## src/rtl/fft_4_ctrl.sv

```systemverilog
// Frame sequencer for the fft_4 core: gathers 4 serial samples, runs the core for FFT_LAT clocks,
// then replays the 4 bins serially with valid/ready and a frame-end marker.
module fft_4_ctrl #(
    parameter int IN_W    = 8,
    parameter int OUT_W   = 10,
    parameter int FFT_LAT = 2
) (
    input  logic                    clk,
    input  logic                    rst,
    input  logic                    s_valid,
    output logic                    s_ready,
    input  logic signed [IN_W-1:0]  s_re,
    input  logic signed [IN_W-1:0]  s_im,
    output logic                    fft_en,
    output logic signed [IN_W-1:0]  fft_reA,
    output logic signed [IN_W-1:0]  fft_reB,
    output logic signed [IN_W-1:0]  fft_reC,
    output logic signed [IN_W-1:0]  fft_reD,
    output logic signed [IN_W-1:0]  fft_imA,
    output logic signed [IN_W-1:0]  fft_imB,
    output logic signed [IN_W-1:0]  fft_imC,
    output logic signed [IN_W-1:0]  fft_imD,
    input  logic signed [OUT_W-1:0] fft_re0,
    input  logic signed [OUT_W-1:0] fft_re1,
    input  logic signed [OUT_W-1:0] fft_re2,
    input  logic signed [OUT_W-1:0] fft_re3,
    input  logic signed [OUT_W-1:0] fft_im0,
    input  logic signed [OUT_W-1:0] fft_im1,
    input  logic signed [OUT_W-1:0] fft_im2,
    input  logic signed [OUT_W-1:0] fft_im3,
    output logic                    m_valid,
    input  logic                    m_ready,
    output logic signed [OUT_W-1:0] m_re,
    output logic signed [OUT_W-1:0] m_im,
    output logic                    m_last,
    output logic                    busy
);

    localparam int LAT_W = (FFT_LAT > 1) ? $clog2(FFT_LAT) : 1;

    typedef enum logic [1:0] {FILL, RUN, DRAIN} state_t;

    state_t                  state_q, state_d;
    logic [1:0]              cnt_q, cnt_d;
    logic [LAT_W-1:0]        lat_q, lat_d;
    logic [1:0]              idx_q, idx_d;
    logic signed [IN_W-1:0]  smp_re_q [4];
    logic signed [IN_W-1:0]  smp_re_d [4];
    logic signed [IN_W-1:0]  smp_im_q [4];
    logic signed [IN_W-1:0]  smp_im_d [4];
    logic signed [OUT_W-1:0] bin_re_q [4];
    logic signed [OUT_W-1:0] bin_re_d [4];
    logic signed [OUT_W-1:0] bin_im_q [4];
    logic signed [OUT_W-1:0] bin_im_d [4];
    logic                    s_xfer;
    logic                    m_xfer;

    // Handshake outputs are gated by rst so nothing is offered during a reset cycle.
    assign s_ready = rst && (state_q == FILL);
    assign m_valid = rst && (state_q == DRAIN);
    assign fft_en  = rst && (state_q == RUN);
    assign busy    = rst && ((state_q != FILL) || (cnt_q != 2'd0));
    assign m_last  = m_valid && (idx_q == 2'd3);
    assign m_re    = m_valid ? bin_re_q[idx_q] : '0;
    assign m_im    = m_valid ? bin_im_q[idx_q] : '0;
    assign s_xfer  = s_valid && s_ready;
    assign m_xfer  = m_valid && m_ready;

    assign fft_reA = smp_re_q[0];
    assign fft_reB = smp_re_q[1];
    assign fft_reC = smp_re_q[2];
    assign fft_reD = smp_re_q[3];
    assign fft_imA = smp_im_q[0];
    assign fft_imB = smp_im_q[1];
    assign fft_imC = smp_im_q[2];
    assign fft_imD = smp_im_q[3];

    always_comb begin
        state_d  = state_q;
        cnt_d    = cnt_q;
        lat_d    = lat_q;
        idx_d    = idx_q;
        smp_re_d = smp_re_q;
        smp_im_d = smp_im_q;
        bin_re_d = bin_re_q;
        bin_im_d = bin_im_q;
        case (state_q)
            FILL: begin
                if (s_xfer) begin
                    smp_re_d[cnt_q] = s_re;
                    smp_im_d[cnt_q] = s_im;
                    cnt_d           = cnt_q + 2'd1;
                    if (cnt_q == 2'd3) begin
                        state_d = RUN;
                        lat_d   = '0;
                    end
                end
            end
            RUN: begin
                // The core output is sampled on the final enabled cycle.
                if (lat_q == LAT_W'(FFT_LAT - 1)) begin
                    bin_re_d = '{fft_re0, fft_re1, fft_re2, fft_re3};
                    bin_im_d = '{fft_im0, fft_im1, fft_im2, fft_im3};
                    idx_d    = 2'd0;
                    state_d  = DRAIN;
                end else begin
                    lat_d = lat_q + LAT_W'(1);
                end
            end
            DRAIN: begin
                if (m_xfer) begin
                    idx_d = idx_q + 2'd1;
                    if (idx_q == 2'd3) begin
                        state_d = FILL;
                        cnt_d   = 2'd0;
                    end
                end
            end
            default: state_d = FILL;
        endcase
    end

    always_ff @(posedge clk) begin
        if (!rst) begin
            state_q <= FILL;
            cnt_q   <= 2'd0;
            lat_q   <= '0;
            idx_q   <= 2'd0;
            for (int i = 0; i < 4; i++) begin
                smp_re_q[i] <= '0;
                smp_im_q[i] <= '0;
                bin_re_q[i] <= '0;
                bin_im_q[i] <= '0;
            end
        end else begin
            state_q  <= state_d;
            cnt_q    <= cnt_d;
            lat_q    <= lat_d;
            idx_q    <= idx_d;
            smp_re_q <= smp_re_d;
            smp_im_q <= smp_im_d;
            bin_re_q <= bin_re_d;
            bin_im_q <= bin_im_d;
        end
    end

endmodule

```

## config.mk

```make
export PLATFORM = sky130hd
export DESIGN_NAME = fft_4_ctrl
export DESIGN_NICKNAME = d
export VERILOG_FILES = /design/src/rtl/fft_4_ctrl.sv
export SDC_FILE = /design/constraint.sdc
export NUM_CORES = 1
export LEC_CHECK = 0
export ABC_AREA = 0
export ABC_CLOCK_PERIOD_IN_PS = 2600
export BUFFER_PORTS_ARGS = -buffer_cell sky130_fd_sc_hd__buf_2
export CORE_MARGIN = 2
export CORE_UTILIZATION = 40
export CTS_CLUSTER_SIZE = 25
export DETAILED_ROUTE_END_ITERATION = 8
export GPL_TIMING_DRIVEN = 0
export PLACE_DENSITY = 0.65
export SETUP_SLACK_MARGIN = 0.4
export SLEW_MARGIN = 20
export SYNTH_ARGS = -nofsm -noshare
export SYNTH_HDL_FRONTEND = slang
export SYNTH_SLANG_ARGS = --single-unit
```

## constraint.sdc

```tcl
create_clock -name clk -period 2.6 [get_ports clk]
set_input_delay 0.52 -clock clk [delete_from_list [all_inputs] [get_ports clk]]
set_output_delay 0.52 -clock clk [all_outputs]
set_load 0.01 [all_outputs]
```

==> summary by stage, run 1 <==
Run status
The flow ran to the end, and the final reports show no timing, DRC or antenna violations.

Power and ir drop
The static leakage is around 3.5 nW. The power per cell area is around 650 nW/um^2. The post-layout total power is about 5.6 mW. The worst voltage drop across the vdd grid is between 0.4 and 0.5 mV.

Cells and area
The combined flip-flop and latch cell area is approximately 3000 um^2. The filler cell count is between 1k and 1.5k. The multi-input combinational cells in the finished layout cover a total of between 2000 and 3000 um^2. The library cell used most frequently in the layout, excluding fill and tap cells, is nand2_1. The finished cells cover 8590 um^2.

For this run, the post-layout net count is around 1.1k. In the final layout, the share of cells above drive strength 1 is between 30 and 40%. In the layout the commonest cells are 227 x nand2_1, 198 x buf_2, 145 x dfxtp_1. Relative to the synthesized area, the layout overhead comes to 36.1%.

Clock network
The number of buffers inserted by hold repair at cts is 0. The later pin in the worst-skew pair is clocked with a latency of 0.42 ns. The number of levels in the clock H-tree is 4. Counting the buffers created by CTS gives 17. The clock-pin transition on the worst setup and hold timing paths is approximately 0.060 ns. TritonCTS built the clock tree. The root buffer cell is clkbuf_16. The maximum buffer depth of the clock tree is 2. The number of sinks driven by the clock tree is roughly 150.

STA
The max-slew violation count is 0. The final critical path time including I/O delays and setup is ~2.3 ns. The summed negative setup slack over all endpoints is 0 ns.

On the final layout, the worst clock skew is approximately 0.0070 ns. Setup repair after global routing could not meet its margin everywhere. The setup-violating endpoint count in the final report is 0. The slew at the pin with the worst max-slew slack is between 0.5 and 0.6 ns. The achievable frequency is ~440 MHz. The final-report hold violation count is 0. The final cycle utilization of the critical path is between 80 and 90%. The worst slew margin relative to its limit is about three fifths.

Route
The final layout contains routed wiring with a total length of about 18 mm. The total vias in the final route is approximately 5.8k. The number of routed nets with antenna violations is 0. The first-pass iteration count of the detailed router is 5.

Dividing the detail-routed via count by the number of cells gives 4.91. The number of remaining DRC errors is 0. The number of DRC violations after detailed-routing iteration 0 is 332. In the final routed layout, each cell accounts on average for between 15 and 20 um.

Synth
Yosys attributes the largest share of cell area to dfxtp_1 48%, nand2_1 14%, mux4_2 7.1%. The average instance in the mapped netlist occupies ~8.7 um^2. The total standard cell area after synthesis is approximately 6300 um^2.

The fraction of synthesized cell area taken by the top area cell type is a little under half. Counting every net in the synthesized netlist gives approximately 830. The share of synthesized area occupied by flip-flops and latches is 47.9%. After synthesis the netlist holds a flip-flop and latch count of approximately 150. Synthesis produced around 730 cells. The count of distinct cell types in the synthesized netlist is 33. The total number of yosys warnings is 0.

The library cell occupying the most area in the post-synthesis netlist is dfxtp_1.

Die
The die covers 16800 um^2. The total number of placement rows is between 40 and 50. The floorplan die height is approximately 130 um. The area of the core is about 15000 um^2.

The initial utilization of the core area, before any placement, comes to between 40% and 50%. The I/O pin count is 189. The die outline width is 130 um.

Placement
Summed over all nets, the half-perimeter wirelength after detailed placement is ~13 mm. The count of input and output buffers is roughly 190. After detailed placement, the total cell area comes to approximately 7500 um^2. Routability-driven placement finished with a final weighted congestion of approximately 0.79.

Min path
The classification of the worst-slack hold path is in2reg.

Global routing
The via count of the first global-routing pass came to 5438. Entering global routing, the biggest net connects 17 pins. The total overflow reported by the global router is 0. The number of antenna violations at the first check in global routing came to 2. Global routing used between 30% and 40% of the available met2 tracks.

The busiest metal layer after global routing is met2. The met3 demand-to-capacity share in global routing is ~7.1%. The global-route wire length before repair is roughly 28 mm. Global routing consumed, on the met1 layer, 28.0% of the routing resources. In the global route stage, overall resource usage came out at 21.7%.

Critical path
The critical path buffer and inverter count is 2. The critical path is of the reg2out type. The required time of the critical path is ~2.1 ns. The slowest stage of the critical path is the mux4_2 cell. The endpoint arrival time on the critical path is about 1.8 ns.

In this design, the stage delay of the slowest critical-path cell is 0.49 ns. Traced cell by cell, the critical path runs through clkbuf_16, mux4_2, nor2b_1, buf_2. The worst setup path is launched from a flip-flop. The maximum fanout count along the critical path is 5. In this design, the largest share of critical-path delay is due to multiplexers. The worst setup path is captured at an output pin.

Run
The tool flagged a number of max-cap violations equal to 0.
==> area by class of cell <==
type                            count  share of cell area, %
Multi-Input combinational cell    496                   34.3
Antenna cell                        2                 0.0583
Inverter                           20                  0.918
Clock inverter                      9                   2.56
Timing Repair Buffer              203                   13.5
Clock buffer                       23                   5.33
Sequential cell                   151                   35.4
Buffer                             60                   4.91
Tap cell                          211                   3.07
==> Yosys cell counts <==
library cell  count
nor2b_1          20
and4_1            1
nor3_1            2
inv_1            19
and4bb_1          1
a21oi_1          84
o21bai_1          1
o21ai_0          19
buf_4             5
buf_2            24
nor2_1            2
nand3_1          50
nand4b_1          1
nand3b_1          3
o21a_1            1
mux4_2           20
nor3b_1           2
mux2i_1          18
o21ai_2          30
clkbuf_1         17
clkinv_1          1
buf_1             5
dfxtp_1         151
nand2_1         227
o32ai_1           1
and2_1            1
nand4_1           1
ha_1              5
and3b_1           1
a32oi_1           1
buf_6             9
and2_4            3
nand2b_1          1
==> power breakdown <==
part	switching [mW]	total (mW)	internal (mW)
combinational	0.221	0.373	0.152
sequential	0.0238	2.38	2.36
clock	0.922	2.84	1.92
==> metrics by stage <==
stage	std cells	worst slack [ns]	hold slack, ns	util, %
6_report	1175	0.311	0.334	56.1
5_1_grt	1174	0.266	0.326	56.1
4_1_cts	1164	0.303	0.317	54.5
3_5_place_dp	1125	0.376	0.443	49.0
3_3_place_gp	1125	0.373	0.439	49.0
2_1_floorplan	727	0.757	0.433	-
==> timing repair <==
action / CTS / global route
buffers inserted: 6 / 8
gates cloned: 1 / 1
pin swaps: 1 / 0
gates resized for setup: 34 / 39
hold endpoints to repair: 0 / 0
endpoints found under the setup margin: 21 / 22
==> cell families (layout without fill, tap and decap cells) <==
family | Yosys count | count (layout) | synth area share [%]
DFF | 151 | 151 | 47.9
buffers and inverters | 80 | 315 | 6.60
muxes | 38 | 38 | 9.99
adders and majority gates | 5 | 5 | 0.991
and+or+nand+nor | 316 | 316 | 21.7
AOI/OAI and AO/OA | 137 | 137 | 12.8
other | 0 | 2 | 0
==> routing by layer <==
layer,vias up,share of wire (%),wire (um)
met1,2653,43,7940
li1,2875,-,-
met5,-,0,0
met2,210,47,8720
met3,26,8.3,1540
met4,0,1.6,291
==> registers in the layout (all words and copies together), names as in the netlist, 2 cells and up <==
signal / cells
bin_im_q: 40
fft_reD: 8
fft_imD: 8
fft_imC: 8
fft_reC: 8
fft_imB: 8
fft_reB: 8
cnt_q: 2
fft_reA: 8
idx_q: 2
state_q: 2
bin_re_q: 40
fft_imA: 8
==> worst min-delay path: cells and delay by family <==
family	cells	cell delay, ns
AND/OR/NAND/NOR	1	0.04
AO/OA/AOI/OAI	1	0.05
buffers and inverters	1	0.10
==> path summary, 6_finish.rpt <==
check,slack [ns],to,cells after the start,from
worst max-delay path,0.31,m_im[5],4,idx_q[0]
worst min-delay path,0.33,bin_im_q[22],3,fft_im1[2]
worst min register to register,0.45,fft_imB[0],2,fft_imB[0]
worst max register to register,0.94,fft_reB[7],6,cnt_q[1]
Power figures use the tool's default switching activity.
==> run 2: changes to the inputs <==
Settings changed: CORE_ASPECT_RATIO set to 1.75, CORE_UTILIZATION 40 to 55, PLACE_DENSITY 0.65 to 0.84.
==> run 2 against run 1 <==
  * Register-to-register slack worse by 0.02 ns
  * Clock power down 13%
  * Sequential share of layout area up 1.2 points
  * Clock skew about the same
  * Core utilization up 18 points
  * Combinational power down 4%
  * Cell count down 7.3%
  * Critical endpoint is now m_im[0]
  * Largest power group unchanged
==> summary by stage, run 2 (synthesis gave the netlist of run 1 again) <==
STA
The final-report hold violation count is 0. The achievable frequency is 436 MHz. Setup repair after global routing could not meet its margin everywhere. The worst clock skew on the final layout is roughly 0.0065 ns.

Measured against its own limit, the worst slew margin works out to ~64%. The summed negative setup slack over all endpoints is 0 ns. The setup-violating endpoint count in the final report is 0. The max-slew violation count is 0.

The final cycle utilization of the critical path is a little under 90%. The final critical path time including I/O delays and setup is between 2 and 2.5 ns. On the final layout, the worst hold slack is 0.333 ns. The slew at the pin with the worst max-slew slack is 0.536 ns.

Cells and area
Registers take a little over 3000 um^2. The most common cell after layout, fill and taps aside is nand2_1. Summing all multi-input logic gate instances after layout gives 2940 um^2.

The post-route netlist has between 30% and 40% of its cells at a drive strength greater than 1. In the final design database the tool counted between 1k and 1.5k nets. The signed area change from the synthesized netlist to the final layout is 31.5%.

Fill cells in the final layout number 817. The largest registers in the layout are bin_im_q x40, bin_re_q x40. The design area is ~8300 um^2. Leaving out fill and tap cells, the most frequent cells in the layout are 227 x nand2_1, 203 x buf_2, 147 x dfxtp_1.

Clock network
The root buffer cell is clkbuf_16. The TritonCTS clock tree is built. For the worst-skew pair, the clock arrives at the later sink with an insertion delay of between 0.4 and 0.5 ns. No sink is reached through more buffers than the 2 on the longest clock path. The number of hold buffers added after CTS was 0. The number of sinks driven by the clock tree is ~150.

Counting the buffers created by CTS gives 17. After clock tree synthesis, the clock-pin slew on the worst setup and hold paths is 0.07 ns. CTS built an H-tree with a depth of 4.

Power and ir drop
Power spread over the standard cell area amounts to around 630 nW/um^2. The switching part of the total is a little under a quarter. The share of total power in the clock network is between 40% and 50%. The post-layout total power is approximately 5.2 mW. Summed over all nets, the switching power comes to 1.25 mW.

IR analysis of the VDD net gives a maximum drop of between 0.7 and 0.8 mV. The power share of the combinational group is 6.9%. The internal power of the cells totals 3.95 mW. The static leakage is roughly 3.4 nW. The sequential share of power is about 46%.

Global routing
Entering global routing, the biggest net connects 17 pins. The number of antenna violations at the first check in global routing is 1. Summed over all layers, the global routing overflow is 0.

The via count of the first global-routing pass is slightly above 6k. Across every metal layer, demand over resource in global routing totals 28.8%. The global-route wire length before repair is 28.7 mm.

Critical path
Data on the critical path is required at its endpoint by about 2.1 ns. In this run the critical register-to-register path is captured at fft_imC[7]. The worst setup path is of the reg2out kind.

The worst register-to-register path has a depth of 6. The endpoint arrival time on the critical path is 1.77 ns. Tracing the worst setup path back leads to its startpoint at idx_q[0].

For flop-to-flop paths, the worst setup slack is 0.92 ns. The sort of element at the end of the critical path is an output pin. The worst setup path endpoint is m_im[0]. The maximum fanout count along the critical path is 5. STA classifies the critical path startpoint as a flip-flop. The startpoint of the worst register-to-register path is cnt_q[0].

Run status
The flow ran to the end, and the final reports show no timing, DRC or antenna violations.

Placement
Once placement finished, the instance area stood at 7410 um^2. The count of input and output buffers is approximately 190. The final estimated routing congestion in global placement is 0.858. Summed over all nets, the half-perimeter wirelength after detailed placement is 12.6 mm.

Die
For this design the top-level I/O count stands at roughly 190. The area of the core is 11200 um^2. The die outline width is approximately 85 um. The die area is ~12000 um^2. The initial cell density of the core is a little under three fifths. The total number of placement rows is ~50.

The floorplan step set the die height to about 150 um.

Route
The number of routed nets with antenna violations is 0. The routed wire length per instance is 16.9 um. The total vias in the final route is between 6k and 7k.

The first detailed-routing pass ran for 5 iterations. For this block, the routed nets add up to approximately 18 mm of wire. The routed via count divided by cell count is approximately 5.6. The detailed router finished its first iteration with approximately 420 violations. For this run, design rule violations remaining after detail routing come to 0.

Run
The count of max-cap constraint violations is 0.

Min path
The tightest min-delay check is of the in2reg type.
run 2: changes by cell type in the layout (fill, tap and decap cells not counted), moves of 3 or more:
cell,before,now
buf_6,26,21
clkinvlp_4,1,4
bufinv_16,7,2
inv_6,0,5
clkbuf_1,19,15
buf_2,198,203
run 2: worst min path at each step:
| stage | start | to | slack, ns | cells past startpoint |
|---|---|---|---|---|
| global placement | fft_reD[7] | fft_reD[7] | 0.44 | 2 |
| CTS | fft_re2[2] | bin_re_q[12] | 0.33 | 3 |
| finish | fft_re1[1] | bin_re_q[21] | 0.33 | 3 |
| global route | fft_re2[2] | bin_re_q[12] | 0.33 | 3 |
| floorplan | bin_im_q[10] | bin_im_q[10] | 0.43 | 2 |
| detailed placement | fft_reD[7] | fft_reD[7] | 0.44 | 2 |
run 2: stage by stage:
stage	instances	setup slack, ns	util [%]
after floorplan	727	0.757	-
after CTS	1080	0.322	72.2
after global placement	1046	0.293	66.4
after global routing	1089	0.261	74.3
final	1089	0.305	74.3
after detailed placement	1046	0.286	66.4
run 2: critical path, cell delays in order, from the launching register on:
cell	delay, ns
dfxtp_4	0.41
clkbuf_16	0.17
mux4_2	0.50
nor2b_1	0.15
buf_2	0.13
run 2: layer usage:
metal / global-route usage [%] / vias up / share of wire, %
met5: 0 / - / 0
met4: 12.9 / 0 / 4.2
met3: 6.30 / 73 / 7.1
met2: 52.9 / 306 / 54
met1: 30.8 / 2802 / 35
li1: - / 2867 / -
run 2: layout make-up:
type | instances | area share (%)
Antenna cell | 1 | 0.0302
Buffer | 60 | 4.83
Clock buffer | 19 | 5.34
Clock inverter | 12 | 1.72
Inverter | 20 | 0.905
Multi-Input combinational cell | 496 | 35.4
Sequential cell | 151 | 36.6
Tap cell | 132 | 1.99
Timing Repair Buffer | 198 | 13.2
run 2: power by group through the flow:
stage | Clock, mW | Sequential, mW | Combinational [mW]
3_3_place_gp | 0 | 2.43 | 0.347
6_report | 2.46 | 2.38 | 0.358
2_1_floorplan | 0 | 2.45 | 0.150
4_1_cts | 2.48 | 2.38 | 0.357
5_1_grt | 2.57 | 2.38 | 0.389
3_5_place_dp | 0 | 2.43 | 0.352
run 2: what timing repair did:
item / in CTS / in global routing
cloned: 0 / 3
endpoints found under the setup margin: 21 / 21
gates resized for setup: 20 / 42
setup buffers: 3 / 5
==> run 3: changes to the inputs <==
Settings changed: BUFFER_PORTS_ARGS -buffer_cell sky130_fd_sc_hd__buf_2 to -buffer_cell sky130_fd_sc_hd__buf_4.
==> run 3 against run 2 <==
  * Worst setup slack better by 0.0067 ns
  * Sequential cell count unchanged
  * Die area stayed put
  * Non-clock buffer count up 5
  * First-iteration DRC count down 18%
  * Clock power rose by 3%
  * Clock skew hardly changed
  * Largest power group unchanged
  * Highest routed layer unchanged
==> summary by stage, run 3 (synthesis gave the netlist of run 1 again) <==
Route
In the routed layout, each cell is associated on average with a via count of 5.57. The routed wire length per instance is ~18 um. The detailed router placed 6091 vias in this run.

The number of routed nets with antenna violations is 0. For this run, the detailed router's first-pass iteration total came to 5. The number of DRC violations after detailed-routing iteration 0 is between 300 and 400. Summed over all layers, the routed wires come to a little under 20 mm. The number of remaining DRC errors is 0.

Critical path
In this run the critical register-to-register path is launched from cnt_q[1]. In this run the worst path has a maximum fanout of 6. STA puts the critical path data arrival time at approximately 1.8 ns. The worst register-to-register path ends at fft_reB[5]. The stage delay of the slowest cell on the critical path is ~0.48 ns.

The required time of the critical path is 2.08 ns. The worst setup path is captured at an output pin. The critical path goes through clkbuf_16, mux4_2, nor2b_1, buf_4. The kind of cell with the highest combined delay on the critical path is multiplexers. Among all stages on the critical path, the largest delay is contributed by mux4_2.

The nature of the critical path startpoint is a flip-flop. The number of cells on the worst reg-to-reg path is 6. In this run the register-to-register setup slack is 0.99 ns. The critical path is of the reg2out type. The critical path buffer and inverter count is 2.

Placement
The placed wire-length estimate after detailed placement is ~13 mm. The congestion estimate from routability-driven global placement came to around 0.82. Input and output buffers added on the ports amount to 187.

STA
The final-report hold violation count is 0. Measured against its own limit, the worst slew margin works out to between 60% and 70%. The final critical path time including I/O delays and setup is 2.29 ns. The worst clock skew on the final layout is around 0.0062 ns.

The achievable frequency is about 440 MHz. Adding up every negative setup slack in the final design gives 0 ns. For the pin with the worst max-slew slack, the measured transition is 0.592 ns.

Setup repair after global routing could not meet its margin everywhere. The setup-violating endpoint count in the final report is 0. The final cycle utilization of the critical path is roughly nine tenths. The max-slew violation count is 0.

Cells and area
The net count of the finished layout is 1054. The largest registers in the layout are bin_im_q x40, bin_re_q x40. The most common cell after layout, fill and taps aside is nand2_1. The ratio of cells with drive above 1 in the final layout is around 37%. From synthesis to final layout, the design area changed by 41.2%. The diode insertion count for antenna repair is 0.

Fill cells in the final layout number around 700. In the layout the commonest cells are 227 x nand2_1, 187 x buf_4, 145 x dfxtp_1.

Die
The floorplan step set the die height to ~150 um. The I/O pin count is ~190. In this run the horizontal extent of the chip is between 80 and 90 um. The area of the core is between 10000 and 15000 um^2.

The die area is about 12000 um^2. For this configuration, the core starts out at a cell density of between 50% and 60%. The floorplan has between 50 and 60 rows.

Clock network
CTS built an H-tree with a depth of 4. The root buffer cell is clkbuf_16. At the later pin of the worst-skew pair, clock insertion delay measures just over 0.4 ns. The clock passes through at most 2 buffers. After clock tree synthesis, the clock-pin slew on the worst setup and hold paths is roughly 0.07 ns. Clock tree synthesis inserted a total of 17 buffers.

The TritonCTS clock tree is built. The number of sinks driven by the clock tree is between 150 and 200.

Global routing
For this run the aggregate overflow at the end of global routing stands at 0. The via count of the first global-routing pass was 6029. Entering global routing, the biggest net connects 17 pins.

Global routing used between 20% and 30% of the available tracks. The number of antenna violations at the first check in global routing is 0. The global-route wire length before repair is around 29 mm.

Power and ir drop
The sequential share of power is between 40% and 50%. The post-layout total power is 5.34 mW. Of the total power, combinational logic draws ~8.1%. The worst-case IR drop observed on VDD is 0.578 mV. In this run the static leakage power is approximately 3.5 nW. The switching power is roughly 1.3 mW. In this run, the clock network consumes a little under half of the power. The switching part of the total is a little under a quarter.

Power spread over the standard cell area amounts to about 600 nW/um^2. Cell internal power was estimated by the tool at a little over 4 mW.

Min path
The worst hold path belongs to the class in2reg. The sink of the worst hold path is bin_re_q[21]. The startpoint of the lowest-slack hold path is fft_re1[1].

Counting instances, the worst hold path has a depth of 3.

Run status
The flow ran to the end, and the final reports show no timing, DRC or antenna violations.

Run
The count of max-cap constraint violations is 0.
run 3: worst max path at each step:
stage	to	cells past startpoint	startpoint
2_1_floorplan	busy	5	rst
3_3_place_gp	busy	6	rst
3_5_place_dp	busy	6	rst
4_1_cts	m_re[0]	4	idx_q[0]
5_1_grt	m_im[1]	4	idx_q[0]
6_report	m_im[2]	4	idx_q[0]
run 3: stage by stage:
step | hold slack [ns] | instances | cell area [um^2] | utilization, % | setup slack, ns
floorplan | 0.433 | 727 | 6310 | - | 0.757
global placement | 0.439 | 1046 | 7880 | 70.6 | 0.331
detailed placement | 0.446 | 1046 | 7880 | 70.6 | 0.342
CTS | 0.345 | 1085 | 8610 | 77.1 | 0.302
global route | 0.346 | 1094 | 8910 | 79.8 | 0.275
finish | 0.351 | 1094 | 8910 | 79.8 | 0.312
run 3: timing repair:
item / CTS / global route
hold buffers: 0 / 0
pin swaps: 0 / 0
gates cloned: 1 / 1
gates resized for setup: 27 / 61
endpoints found under the setup margin: 21 / 22
buffers inserted: 6 / 8
run 3: area by class of cell:
class / instances / area [um^2] / area share, %
Timing Repair Buffer: 203 / 1620 / 18.1
Tap cell: 132 / 165 / 1.85
Clock buffer: 19 / 433 / 4.86
Inverter: 20 / 75.1 / 0.843
Multi-Input combinational cell: 496 / 3000 / 33.7
Sequential cell: 151 / 3040 / 34.1
Buffer: 60 / 409 / 4.59
Clock inverter: 13 / 170 / 1.91
run 3: worst reg2reg max path: stages, from the launching register on:
cell and delay [ns]:
dfxtp_4 0.36, inv_1 0.08, ha_1 0.16, clkbuf_1 0.29, clkbuf_1 0.43, nand3_1 0.16
o21ai_2 0.08
run 3: per-layer routing:
layer | vias to the layer above | share of wire [%] | global-route usage (%)
met3 | 62 | 7.5 | 8.11
met5 | - | 0 | 0
met4 | 0 | 3.8 | 11.6
li1 | 2868 | - | -
met1 | 2858 | 35 | 31.8
met2 | 303 | 54 | 52.5
run 3: power groups by stage:
stage / clock [mW] / sequential [mW] / combinational [mW]
after global placement: 0 / 2.43 / 0.411
final: 2.53 / 2.38 / 0.431
after floorplan: 0 / 2.45 / 0.150
after CTS: 2.54 / 2.38 / 0.419
after global routing: 2.64 / 2.39 / 0.461
after detailed placement: 0 / 2.43 / 0.415
